--- config.mk ---
export PLATFORM = sky130hd
export DESIGN_NAME = seq_pattern_detector
export DESIGN_NICKNAME = d
export VERILOG_FILES = /design/src/rtl/seq_pattern_detector.sv
export SDC_FILE = /design/constraint.sdc
export NUM_CORES = 1
export LEC_CHECK = 0
export ABC_AREA = 0
export CORE_MARGIN = 2
export CORE_UTILIZATION = 44
export CTS_CLUSTER_DIAMETER = 40
export DETAILED_ROUTE_END_ITERATION = 16
export PLACE_DENSITY = 0.8
export SLEW_MARGIN = 20
export SYNTH_ARGS = -nofsm -noshare
export SYNTH_HDL_FRONTEND = slang
export SYNTH_SLANG_ARGS = --single-unit
export TNS_END_PERCENT = 10
--- constraint.sdc ---
create_clock -name clk -period 2.5 [get_ports clk]
set_clock_uncertainty 0.05 [all_clocks]
set_input_delay 0.375 -clock clk [delete_from_list [all_inputs] [get_ports clk]]
set_output_delay 0.375 -clock clk [all_outputs]
set_load 0.01 [all_outputs]
--- src/rtl/seq_pattern_detector.sv ---
// Serial bit-pattern detector: matches the last PAT_W accepted bits against a
// runtime-loadable pattern with a per-bit don't-care mask. It supports
// overlapping and non-overlapping matches and keeps a saturating match counter.
module seq_pattern_detector #(
    parameter int               PAT_W   = 4,
    parameter int               CNT_W   = 8,
    parameter logic [PAT_W-1:0] RST_PAT = 4'b1011
) (
    input  logic             clk,
    input  logic             rst_n,
    input  logic             en,
    input  logic             in_valid,
    input  logic             in_bit,
    input  logic             cfg_load,
    input  logic [PAT_W-1:0] cfg_pattern,
    input  logic [PAT_W-1:0] cfg_mask,
    input  logic             cfg_overlap,
    input  logic             cnt_clr,
    output logic             match_o,
    output logic             armed,
    output logic [CNT_W-1:0] match_cnt,
    output logic             cnt_sat
);

    localparam int FW = $clog2(PAT_W + 1);

    typedef enum logic {FILL, HUNT} state_t;

    state_t           state;
    // Only PAT_W-1 past bits are stored; the incoming bit completes the window.
    logic [PAT_W-2:0] hist;
    logic [FW-1:0]    fill;
    logic [PAT_W-1:0] pat_r;
    logic [PAT_W-1:0] mask_r;
    logic             ovl_r;

    logic             acc;
    logic [PAT_W-1:0] hist_n;
    logic [FW-1:0]    fill_n;
    logic             full_n;
    logic             hit;
    logic [CNT_W-1:0] cnt_inc;

    // Next-window computation and match decision for the bit on the inputs.
    always_comb begin
        acc     = en & in_valid & ~cfg_load;
        hist_n  = {hist, in_bit};
        fill_n  = (fill == FW'(PAT_W)) ? fill : fill + FW'(1);
        full_n  = (fill_n == FW'(PAT_W));
        hit     = acc & full_n & (((hist_n ^ pat_r) & mask_r) == '0);
        cnt_inc = match_cnt + 1'b1;
    end

    // Window/FSM, configuration capture, match pulse and counter.
    always_ff @(posedge clk) begin
        if (!rst_n) begin
            state     <= FILL;
            hist      <= '0;
            fill      <= '0;
            pat_r     <= RST_PAT;
            mask_r    <= '1;
            ovl_r     <= 1'b1;
            match_o   <= 1'b0;
            match_cnt <= '0;
            cnt_sat   <= 1'b0;
        end else begin
            match_o <= hit;

            if (cfg_load) begin
                // A reload invalidates the current window; the bit in this
                // cycle is dropped because acc is low.
                pat_r  <= cfg_pattern;
                mask_r <= cfg_mask;
                ovl_r  <= cfg_overlap;
                fill   <= '0;
                state  <= FILL;
            end else if (acc) begin
                hist <= hist_n[PAT_W-2:0];
                if (hit && !ovl_r) begin
                    // Non-overlapping: the next match needs PAT_W fresh bits.
                    fill  <= '0;
                    state <= FILL;
                end else begin
                    fill <= fill_n;
                    if (full_n)
                        state <= HUNT;
                end
            end

            if (cnt_clr) begin
                match_cnt <= '0;
                cnt_sat   <= 1'b0;
            end else if (hit) begin
                if (&match_cnt) begin
                    cnt_sat <= 1'b1;
                end else begin
                    match_cnt <= cnt_inc;
                    if (&cnt_inc)
                        cnt_sat <= 1'b1;
                end
            end
        end
    end

    assign armed = (state == HUNT);

endmodule

==> results.txt <==
----------------------------------------------------
[STA]
  Worst slew slack as a fraction of its limit ... 76.2%
  Worst hold slack across all endpoints ... 0.450 ns
  Setup repair after global routing missed its margin ... no
  Share of the clock period used by the worst path after layout ... 96.9%
  Slew at the pin with the worst max-slew slack ... 0.357 ns
  Final hold violation count ... 0
  Number of endpoints failing setup at the final stage ... 0
  Top achievable clock speed ... 413 MHz
  Slack of the critical path ... ~0.079 ns
  Final critical delay including setup and external delays ... ~2.4 ns
  Final sum of negative setup slack ... 0 ns
  Slew Viols, Final ... 0

[CTS]
  Count of H-tree levels built during CTS ... 1
  Clock buffer count from CTS ... 3
  Count of hold-fix buffers inserted at cts ... 0
  Clock tree from TritonCTS ... done
  Clock latency on the worst-skew pair ... ~0.32 ns
  Post-CTS repair timing setup buffer count ... 0
  Count of instances resized after the clock tree is built ... 1
  Reg clk slew, reported paths ... 0.14 ns
  Clock sink count ... 26
  Root Buffer ... clkbuf_4
  CTS max path bufs ... 2

[Hold path]
  Number of cells on the worst hold path ... 2
  Hold path startpoint ... mask_r[3]
  Class of the tightest hold or removal check ... flip-flop to flip-flop
  Hold worst-path end ... mask_r[3]

[Pwr]
  LEAKAGE ... between 0.6 and 0.7 nW
  Maximum vdd ir drop ... 0.392 mV
  Internal power consumption ... 0.557 mW
  Total net switching power ... 0.156 mW
  Sw frac ... between 20% and 30%
  Portion of total power attributed to the clock network ... 29.4%
  Sequential Power Share ... 60.5%
  Cell area power density ... 437 nW/µm²
  Part of the total power dissipated in combinational logic ... 10.1%

[Global routing]
  Final global-route overflow total ... 0
  Maximum number of pins on one net before global-route repair ... 16
  Number of antenna violations at the first check in global routing ... 0
  Total routing resource utilization after global routing ... 17.6%
  First-pass GRT wire length ... 4590 µm
  Via count of the first global-routing pass ... around 1,100

[Place]
  Cell total after placement ... 196
  Buffers added on ports ... 26
  Detailed placer's ending HPWL ... slightly below 2000 µm
  GP Congestion ... 0.812
  Worst slack at placement ... -0.229 ns

[Synthesis]
  Cell count after synthesis ... 135
  Most numerous cell types in the synthesized netlist ... dfxtp_1 (26), mux2i_1 (13), nand2_1 (12)
  Post-synthesis cell type with the largest combined area ... dfxtp_1
  Synthesized cell area ... between 1000 and 1500 µm²
  Most frequently used cell type in the post-synthesis netlist ... dfxtp_1
  Compound-gate portion of the synthesized area ... 12.1%
  Count of synthesis-stage warnings from yosys ... 0
  Area contributors post-synth ... dfxtp_1 (42%), mux2i_1 (11%), a21oi_1 (4.0%)
  Xor-xnor portion of the synthesized cell area ... 4.95%
  Register bit count reported by yosys ... 26
  Main combinational cell family by area after synthesis ... simple AND/OR/NAND/NOR gates
  Share of synthesized area occupied by flip-flops and latches ... 42.0%
  Leading register cell type out of synthesis ... dfxtp_1
  Number of distinct standard cells referenced by the synthesized netlist ... 36
  Post-Synthesis Net Count ... around 160
  Mux cell area share after synthesis ... 10.5%
  FFs w/ async S/R, synth ... 0%
  Adder-cell share of the synthesized area ... 4.04%
  Portion of synthesized cell area occupied by the leading cell type ... 42.0%
  Synthesized area per cell ... 9.18 µm²
  Post-synthesis simple-gate area fraction ... 24.1%
  Count of flip-flops with a built-in enable after synthesis ... 0

[Critical path]
  Reg2reg setup slack ... 0.08 ns
  Destination of the worst register-to-register timing path ... match_cnt[3]
  Critical path capture point type ... flip-flop
  Worst r2r path cells ... 7
  Largest fanout on the critical path ... 4
  Required @ worst endpoint ... 2.70 ns
  Startpoint kind of the worst setup timing path ... flip-flop
  Kind of critical path ... flip-flop to flip-flop
  Arrival time worst endpoint ... 2.63 ns
  Worst flop-to-flop path startpoint ... fill[0]

[Routing]
  Vias per inst ... 5.55
  Post-route antenna net violation count ... 0
  Routed Wire Length ... approximately 2600 µm
  Remaining DRCs ... 0
  Vias ... 1,110
  Number of DRC violations after detailed-routing iteration 0 ... 29
  Average detailed-routed wire length per instance ... 13.0 µm
  First-pass detailed-route iteration total ... 4

[Floorplan]
  Core area ... 2710 µm²
  Floorplan die width ... 57.1 µm
  Number of core rows ... 19
  Starting density of the core ... 45.7%
  IO Count ... 27
  Die Height ... 57.1 µm
  Floorplan die area ... between 3000 and 4000 µm²

[Layout]
  Antenna diode count ... 0
  Number of nets in the finished design ... 190
  Share of post-route cells with drive strength above 1 ... 11.8%
  Finished Layout Cells ... 200
  Area overhead of the layout relative to synthesis ... 31.6%

[Run]
  Max Cap Violations ... 0

[Status]
  Run status ... finished clean

----------------------------------------------------
[power by group through the flow]
stage / clock [mW] / combinational, mW / sequential, mW
global route: 0.238 / 0.0774 / 0.433
finish: 0.210 / 0.0717 / 0.431
CTS: 0.215 / 0.0717 / 0.431
floorplan: 0 / 0.0362 / 0.438
detailed placement: 0 / 0.0713 / 0.440
global placement: 0 / 0.0688 / 0.439
[cell usage in the layout, fill, tap and decap left out, drive strengths merged, types with 2 or more instances in the layout]
cell            n
nand2b          3
nand4           3
nand3           4
nand2          12
a21oi          10
clkdlybuf4s50  26
xnor2           3
dfxtp          26
o21ai           4
buf             8
or3             4
nor4            2
ha              4
or4             2
nor2           11
nor3            3
xor2            4
mux2i          13
nor2b           4
a22o            3
clkbuf          4
inv             3
[state kept, by name, summed over array words and instances, names as in the netlist, 3 cells and up]
name       cells
hist           3
pat_r          4
mask_r         4
match_cnt      8
fill           3
[area by class of cell]
type	count	area, µm²
flip-flops and latches	26	523
multi-input cells	102	701
inverters	3	11.3
well taps	31	38.8
clock buffers	4	36.3
repair buffers	34	320
fillers	239	1080
[critical path, stage by stage (launching register included)]
cell and delay (ns):
dfxtp_2 0.36, inv_2 0.07, ha_1 0.16, and3b_1 0.17
or3_4 0.32, or4_4 0.55, or4_1 0.52, a21oi_1 0.16
[routing by layer]
| metal | routed length [µm] | vias to the layer above | track usage [%] |
|---|---|---|---|
| met2 | 1340 | 34 | 33.2 |
| met3 | 130 | 4 | 2.27 |
| met4 | 27 | 0 | 6.98 |
| met5 | 0 | - | 0 |
| met1 | 1110 | 521 | 20.0 |
| li1 | - | 551 | - |
[per-stage QoR]
step / cell area [µm²] / utilization [%] / power [mW]
2_1_floorplan: 1240 / - / 0.474
3_3_place_gp: 1580 / 58.4 / 0.508
3_5_place_dp: 1580 / 58.4 / 0.511
4_1_cts: 1620 / 59.8 / 0.718
5_1_grt: 1630 / 60.2 / 0.749
6_report: 1630 / 60.2 / 0.713
[worst max path at each step]
stage | slack, ns | depth (start not counted) | endpoint | start
floorplan | 0.12 | 8 | match_cnt[4] | fill[0]
global placement | -0.18 | 7 | match_cnt[5] | en
finish | 0.08 | 7 | match_cnt[3] | fill[0]
detailed placement | -0.23 | 7 | match_cnt[4] | en
CTS | 0.03 | 7 | match_cnt[3] | fill[0]
global route | 0.0004 | 9 | match_cnt[5] | fill[0]
[logic make-up after synthesis]
family,Yosys count
adder cells (fa/ha/maj),4
AND/OR/NAND/NOR,54
multiplexers,13
buffers and inverters,7
XOR/XNOR,7
flip-flops,26
AO/OA/AOI/OAI,24
Power figures use the tool's default switching activity.
